$ cat config.mk
export PLATFORM = sky130hd
export DESIGN_NAME = instr_decoder
export DESIGN_NICKNAME = d
export VERILOG_FILES = /design/src/rtl/pwm_pkg.sv /design/src/rtl/instr_decoder.sv
export SDC_FILE = /design/constraint.sdc
export NUM_CORES = 1
export LEC_CHECK = 0
export CELL_PAD_IN_SITES_DETAIL_PLACEMENT = 0
export CELL_PAD_IN_SITES_GLOBAL_PLACEMENT = 2
export CORE_ASPECT_RATIO = 0.6
export CORE_MARGIN = 10
export CORE_UTILIZATION = 29
export DETAILED_ROUTE_END_ITERATION = 10
export PLACE_DENSITY_LB_ADDON = 0.1
export SLEW_MARGIN = 10
export SYNTH_ARGS = -nofsm -noshare
export SYNTH_HDL_FRONTEND = slang
export SYNTH_SLANG_ARGS = --single-unit
export TNS_END_PERCENT = 100
$ cat constraint.sdc
create_clock -name clk -period 2.1 [get_ports clk]
set_input_delay 0.42 -clock clk [delete_from_list [all_inputs] [get_ports clk]]
set_output_delay 0.42 -clock clk [all_outputs]
set_load 0.01 [all_outputs]
$ cat src/rtl/pwm_pkg.sv
// Shared definitions for the PWM peripheral: bus widths, SPI command byte
// layout, command decoder state encoding and the register map.
package pwm_pkg;

    localparam int ADDR_W = 6;
    localparam int DATA_W = 8;

    // Command byte layout: [7] 1=write/0=read, [6] reserved (must be 0), [5:0] address
    localparam int CMD_RW_BIT   = 7;
    localparam int CMD_RSVD_BIT = 6;

    // Decoder states; plain 2-bit constants so legacy code can compare raw values
    typedef logic [1:0] dec_state_t;
    localparam dec_state_t ST_IDLE    = 2'd0;
    localparam dec_state_t ST_WR_DATA = 2'd1;
    localparam dec_state_t ST_RD_DATA = 2'd2;
    localparam dec_state_t ST_DISCARD = 2'd3;

    // Register map shared with the register file
    localparam logic [ADDR_W-1:0] REG_CTRL    = 6'h00;
    localparam logic [ADDR_W-1:0] REG_PERIOD  = 6'h01;
    localparam logic [ADDR_W-1:0] REG_DUTY0   = 6'h02;
    localparam logic [ADDR_W-1:0] REG_DUTY1   = 6'h03;
    localparam logic [ADDR_W-1:0] REG_STATUS  = 6'h0A;

endpackage

$ cat src/rtl/instr_decoder.sv
// Byte-level command decoder between the SPI bridge and the PWM register
// file. Parses a command byte followed by a data (write) or dummy (read)
// byte and issues single-cycle read/write strobes.
// Optional feature macro: DECODER_BURST_EN -- keeps issuing accesses to
// consecutive addresses for every further byte until the frame ends.
module instr_decoder #(
    parameter int ADDR_W = pwm_pkg::ADDR_W,
    parameter int DATA_W = pwm_pkg::DATA_W
) (
    input  logic              clk,
    input  logic              rst_n,
    input  logic              frame_active,
    input  logic              byte_sync,
    input  logic [DATA_W-1:0] data_in,
    output logic [DATA_W-1:0] data_out,
    output logic              read,
    output logic              write,
    output logic [ADDR_W-1:0] addr,
    output logic [DATA_W-1:0] data_write,
    input  logic [DATA_W-1:0] data_read
);
    import pwm_pkg::*;

    dec_state_t        state_q, state_d;
    logic              read_q, read_d;
    logic              write_q, write_d;
    logic [ADDR_W-1:0] addr_q, addr_d;
    logic [DATA_W-1:0] dw_q, dw_d;
    logic [DATA_W-1:0] dout_q, dout_d;

    // Next-state and output decode; outputs are all registered from *_d
    always_comb begin
        state_d = state_q;
        read_d  = 1'b0;
        write_d = 1'b0;
        addr_d  = addr_q;
        dw_d    = dw_q;
        dout_d  = dout_q;

        // Register file answers combinationally while read is high
        if (read_q)
            dout_d = data_read;

`ifdef DECODER_BURST_EN
        // Advance to the next register once the write pulse has gone out
        if (write_q)
            addr_d = addr_q + ADDR_W'(1);
`endif

        if (!frame_active) begin
            // Chip-select gone: abandon the command, drop any byte this cycle.
            // A write pulse already registered still completes on its own.
            state_d = ST_IDLE;
        end else if (byte_sync) begin
            case (state_q)
                ST_IDLE: begin
                    addr_d = data_in[ADDR_W-1:0];
                    if (data_in[CMD_RSVD_BIT]) begin
                        state_d = ST_DISCARD;
                    end else if (data_in[CMD_RW_BIT]) begin
                        state_d = ST_WR_DATA;
                    end else begin
                        state_d = ST_RD_DATA;
                        read_d  = 1'b1;
                    end
                end
                ST_WR_DATA: begin
                    write_d = 1'b1;
                    dw_d    = data_in;
`ifdef DECODER_BURST_EN
                    state_d = ST_WR_DATA;
`else
                    state_d = ST_IDLE;
`endif
                end
                ST_RD_DATA: begin
                    // The byte itself is the dummy that shifted data_out out
`ifdef DECODER_BURST_EN
                    addr_d  = addr_q + ADDR_W'(1);
                    read_d  = 1'b1;
                    state_d = ST_RD_DATA;
`else
                    state_d = ST_IDLE;
`endif
                end
                ST_DISCARD: state_d = ST_IDLE;
                default:    state_d = ST_IDLE;
            endcase
        end
    end

    // State and output registers, cleared asynchronously
    always_ff @(posedge clk or negedge rst_n) begin
        if (!rst_n) begin
            state_q <= ST_IDLE;
            read_q  <= 1'b0;
            write_q <= 1'b0;
            addr_q  <= '0;
            dw_q    <= '0;
            dout_q  <= '0;
        end else begin
            state_q <= state_d;
            read_q  <= read_d;
            write_q <= write_d;
            addr_q  <= addr_d;
            dw_q    <= dw_d;
            dout_q  <= dout_d;
        end
    end

    assign read       = read_q;
    assign write      = write_q;
    assign addr       = addr_q;
    assign data_write = dw_q;
    assign data_out   = dout_q;

endmodule

==> flow_summary.toml, run 1 <==
[outcome]
run_status = "complete, no violations"

[critical_path]
worst-setup-path-type = "reg2out"
cp_top_family = "buffers and inverters"
setup.reg_to_reg.worst_slack_ps = 790
r2r_cells = 2
critPathMaxStageDelay_ps = 570
critical_path_arrival_ps = 1320
critical_path.cell_chain = "buf_4 > clkdlybuf4s50_1"
timing.critical_path.depth = 2
start_kind = "flop"
worstPathBufferInverterCount = 2
required_ps = 1680
crit_path_end_kind = "primary output"
crit_path_max_fanout = 9
cpMaxStageDelayCell = "sky130_fd_sc_hd__clkdlybuf4s50_1"

[sta]
timing.final.hold_violations = 0
period_share = 0.830
timing_worst_slew_pin_value_ps = 362
slew_viol_final = 0
clock-skew-final_ps = 8.07
setup_tns_ps = 0
max-slew-margin-rel = 0.758
holdWs_ps = 511
setup_viol = 0
peak_freq_mhz = 574
timing.final.crit_period_ps = 1740
grt_setup_unrepaired = "no"

[pwr]
power.combinational.fraction = 0.357
switching_share = 0.255
power_per_cell_area_nw_per_um2 = 966
power.static_leakage_nw = 0.672
power.share.sequential = 0.462
power.share.clock = 0.180
switchingPower_uw = 384
internal_power_mw = 1.12
report.power.total_mw = 1.50
irDropWorstVdd_v = 0.000456

[cts]
post-cts-setup-buffer-count = 0
h-tree-depth = 1
cts_tree = "built"
cts_root_buf = "sky130_fd_sc_hd__clkbuf_8"
clock_latency_reported_for_the_late_side_of_the_worst_skew_pair_ps = 260
numCtsBuffers = 3
post_cts_resize_count = 0
cts-hold-fix-buffers = 0
worst_setup_hold_path_clk_slew_ps = 90
cts.sink_count = 26
cts-root-to-sink-buffers = 2

[global_route]
grt_pass1_wl_um = 3820
grt_max_degree = 27
grt_antenna_before_repair = 0
global_route.usage.total = 0.0774
gr-total-overflow = 0
grt_pass1_vias = 718

[place]
dp.cells = 150
place.port_buffers = 43
placed_area_um2 = 1520
gp_congestion = 0.645

[floorplanning]
placeableCoreArea_um2 = 3300
die-width_um = 96.4
die_y_um = 65.8
die_area_um2 = 6340
ios = 44
rows = 16
initial_utilization = 0.307

[hold_path]
hp-class = "reg2reg"
worstHoldPathCells = 1

[synthesis]
post_synth.cell_area_avg_um2 = 16.9
ys_ff_latch = 26
synthDistinctLibCells = 14
syn_area_um2 = 1010
synth_most_common_cell = "sky130_fd_sc_hd__dfrtp_1"
synth.top_cells.by_area = "sky130_fd_sc_hd__dfrtp_1 64%, sky130_fd_sc_hd__mux2_2 18%, sky130_fd_sc_hd__mux2_4 8.9%"
syn-num-nets = 80
ys_seq_area_frac = 0.641
synth-async-reset-ratio = 1.00
ys_top_cells_by_count = "26 x sky130_fd_sc_hd__dfrtp_1, 16 x sky130_fd_sc_hd__mux2_2, 6 x sky130_fd_sc_hd__mux2_4, 2 x sky130_fd_sc_hd__nand2_1"
synth_edf_count = 0
yosys.area.top_type = "sky130_fd_sc_hd__dfrtp_1"
synthesis.yosys.warnings = 0
synth_ff_type = "sky130_fd_sc_hd__dfrtp_1"
syn-instance-count = 60
synth_top_area_share = 0.641

[detailed_routing]
detail_route.first_pass.iterations = 2
antenna_left = 0
totalWireLength_um = 2340
drc_violations = 0
detail_route.wl_per_cell_um = 15.3
dr_total_vias = 659
via_per_inst = 4.31
drt_iter0_drc = 34

[final_layout]
final.fill_count = 313
diodes = 0
final_nets = 130
final_design_area_no_fill_um2 = 1560
instances_no_fill = 153
sequential_cell_area_um2 = 651
layout-area-overhead-vs-synth_pct = 53.4
layout-drive-gt1-share = 0.278
multiInputGateArea_um2 = 344

[flow_run]
maxcap_viol_count = 0
## sequential cells by signal, indices dropped and copies added (netlist names)
register,cells
read,1
data_out,8
write,1
addr,6
state_q,2
data_write,8
## worst register-to-register path, cell delays in order, from the launching register on
cell and delay, ps:
sky130_fd_sc_hd__dfrtp_1 400, sky130_fd_sc_hd__nand4b_2 420, sky130_fd_sc_hd__mux2_2 380
## layout by cell type (no fill, tap or decap), drive strengths merged
| cell type | synthesis | routed |
|---|---|---|
| inv | 1 | 1 |
| o211ai | 1 | 1 |
| nand2b | 1 | 1 |
| nand4b | 1 | 1 |
| o2bb2ai | 1 | 1 |
| clkdlybuf4s50 | 0 | 43 |
| nand2 | 2 | 2 |
| and4bb | 1 | 1 |
| mux2 | 22 | 22 |
| dfrtp | 26 | 26 |
| buf | 2 | 4 |
| o32ai | 1 | 1 |
| clkbuf | 0 | 3 |
| nor3b | 1 | 1 |
## cell families after synthesis
family          after synthesis  share of synthesized area
compound gates                3                     0.0247
buf+inv                       3                     0.0197
flops                        26                      0.641
mux                          22                      0.266
simple gates                  6                     0.0481
## path summary, 6_finish.rpt
kind	startpoint	end
setup / recovery	read	read
setup reg to reg	state_q[1]	data_write[5]
hold / removal	data_write[1]	data_write[1]
min in group asynchronous	rst_n	data_out[6]
hold reg to reg	data_write[1]	data_write[1]
max in group asynchronous	rst_n	state_q[1]
## power by group through the flow
stage	Clock (mW)	Sequential (mW)	Combinational (mW)
final	0.271	0.695	0.538
after global routing	0.312	0.716	0.577
after CTS	0.287	0.697	0.553
after detailed placement	0	0.706	0.550
after global placement	0	0.702	0.552
after floorplan	0	0.765	0.146
## per-stage QoR
step	utilization	setup WS (ps)
2_1_floorplan	-	881
3_3_place_gp	0.459	250
3_5_place_dp	0.459	241
4_1_cts	0.471	327
5_1_grt	0.471	284
6_report	0.471	357
## routing by layer
metal / wire length, um / track usage
met1: 1120 / 0.0997
met3: 202 / 0.0454
met2: 1000 / 0.109
met4: 14 / 0.0162
met5: 0 / 0
## final cells by class
type,count,share of cell area
clock buffer,3,0.0265
sequential,26,0.418
multi-input combinational,31,0.221
tap,45,0.0362
inverter,1,0.00241
timing repair buffer,47,0.296
(Power assumes the default switching activity.)
==> run 2: changes to the inputs <==
CORE_UTILIZATION = 27   (was 29)
clock period = 1.7 ns   (was 2.1 ns; I/O delays follow)
==> run 2 against run 1 <==
- cell count up 3.3%
- largest power group unchanged
- clock-buffer cell count unchanged
- critical path type unchanged
- non-clock buffer count up 2
- clock power up 87%
==> flow_summary.toml, run 2 (synthesis results as in run 1) <==
[cts]
cts.sink_count = 26
h-tree-depth = 1
post-cts-setup-buffer-count = 0
post_cts_resize_count = 0
cts-hold-fix-buffers = 0
clock_latency_reported_for_the_late_side_of_the_worst_skew_pair_ps = 270
worst_setup_hold_path_clk_slew_ps = 90
numCtsBuffers = 3
cts_root_buf = "sky130_fd_sc_hd__clkbuf_8"
cts_tree = "built"
cts-root-to-sink-buffers = 2

[sta]
timing.final.hold_violations = 0
max-slew-margin-rel = 0.782
grt_setup_unrepaired = "no"
slew_viol_final = 0
peak_freq_mhz = 646
clock-skew-final_ps = 6.68
setup_viol = 0
post-route-worst-setup-slack_ps = 153
timing.final.crit_period_ps = 1550
period_share = 0.910
timing_worst_slew_pin_value_ps = 328

[detailed_routing]
antenna_left = 0
drc_violations = 0
detail_route.wl_per_cell_um = 15.3
met2_length_um = 1070
totalWireLength_um = 2420
detail_route.first_pass.iterations = 3
top_signal_layer_used = "met4"
via_per_inst = 4.32
drt_iter0_drc = 7
met3RoutedLength_um = 156
dr_total_vias = 682
route.layer.met1.wl_um = 1170

[flow_run]
maxcap_viol_count = 0

[critical_path]
worst-setup-path-type = "reg2out"
critPathMaxStageDelay_ps = 560
startpoint = "addr[0]"
critical_path_arrival_ps = 1210
required_ps = 1360
crit_path_end_kind = "primary output"
crit_path_max_fanout = 2
critical_path.cell_chain = "clkdlybuf4s50_1"
cp_top_family = "buffers and inverters"
worstPathBufferInverterCount = 1
critical_path.reg2reg.startpoint = "state_q[0]"
start_kind = "flop"
cpMaxStageDelayCell = "sky130_fd_sc_hd__clkdlybuf4s50_1"

[global_route]
grt_max_degree = 27
global_route.usage.total = 0.0765
grt_pass1_vias = 760
gr-total-overflow = 0
grt_pass1_wl_um = 4070
grt_antenna_before_repair = 0

[outcome]
run_status = "complete, no violations"

[floorplanning]
placeableCoreArea_um2 = 3640
initial_utilization = 0.279
rows = 17
die_y_um = 67.5
ios = 44
die-width_um = 99.1
die_area_um2 = 6690

[place]
dp_hpwl_um = 1950
place.port_buffers = 43
dp_slack_ps = -23.1
gp_congestion = 0.752

[final_layout]
final.fill_count = 338
most_common_library_cell_in_the_layout_ignoring_fill_and_taps = "sky130_fd_sc_hd__clkdlybuf4s50_1"
layout-area-overhead-vs-synth_pct = 60.5
most-common-layout-cells = "43 x sky130_fd_sc_hd__clkdlybuf4s50_1, 26 x sky130_fd_sc_hd__dfrtp_1, 16 x sky130_fd_sc_hd__mux2_2"
layout-drive-gt1-share = 0.297
diodes = 0
multiInputGateArea_um2 = 344
final_nets = 132
sequential_cell_area_um2 = 651

[hold_path]
hp-class = "in2async"

[pwr]
report.power.total_mw = 2.05
power.static_leakage_nw = 0.704
power_per_cell_area_nw_per_um2 = 1260
irDropWorstVdd_v = 0.000663
run 2: final cells by class:
type                            instances  area share
Timing Repair Buffer                   49       0.307
Clock buffer                            3      0.0253
Clock inverter                          1      0.0184
Sequential cell                        26       0.399
Tap cell                               47      0.0361
Multi-Input combinational cell         31       0.211
Inverter                                1     0.00230
run 2: metal layers:
layer / vias to the layer above / GRT usage
met4: 0 / 0.0214
met3: 2 / 0.0346
met2: 21 / 0.119
met1: 337 / 0.0946
met5: - / 0
li1: 322 / -
run 2: where the power goes:
part,switching [mW],internal [mW]
combinational,0.223,0.455
sequential,0.0829,0.779
clock,0.191,0.315
run 2: worst paths after layout:
check                                     end  slack, ps  cells past startpoint
worst max register to register        addr[5]        350                      3
max in group asynchronous          state_q[1]       1020                      2
worst min register to register  data_write[2]        510                      1
worst max-delay path                  addr[0]        150                      1
worst min-delay path               state_q[0]        430                      2
min in group clk                data_write[2]        510                      1
run 2: metrics by stage:
stage                util  setup TNS [ps]  hold slack, ps  instances  instance area, um2
floorplan               -               0            44.4         60                1010
global placement    0.428               0             489        154                1560
detailed placement  0.428           -96.8             492        154                1560
CTS                 0.448               0             436        158                1630
global route        0.448               0             447        158                1630
finish              0.448               0             431        158                1630
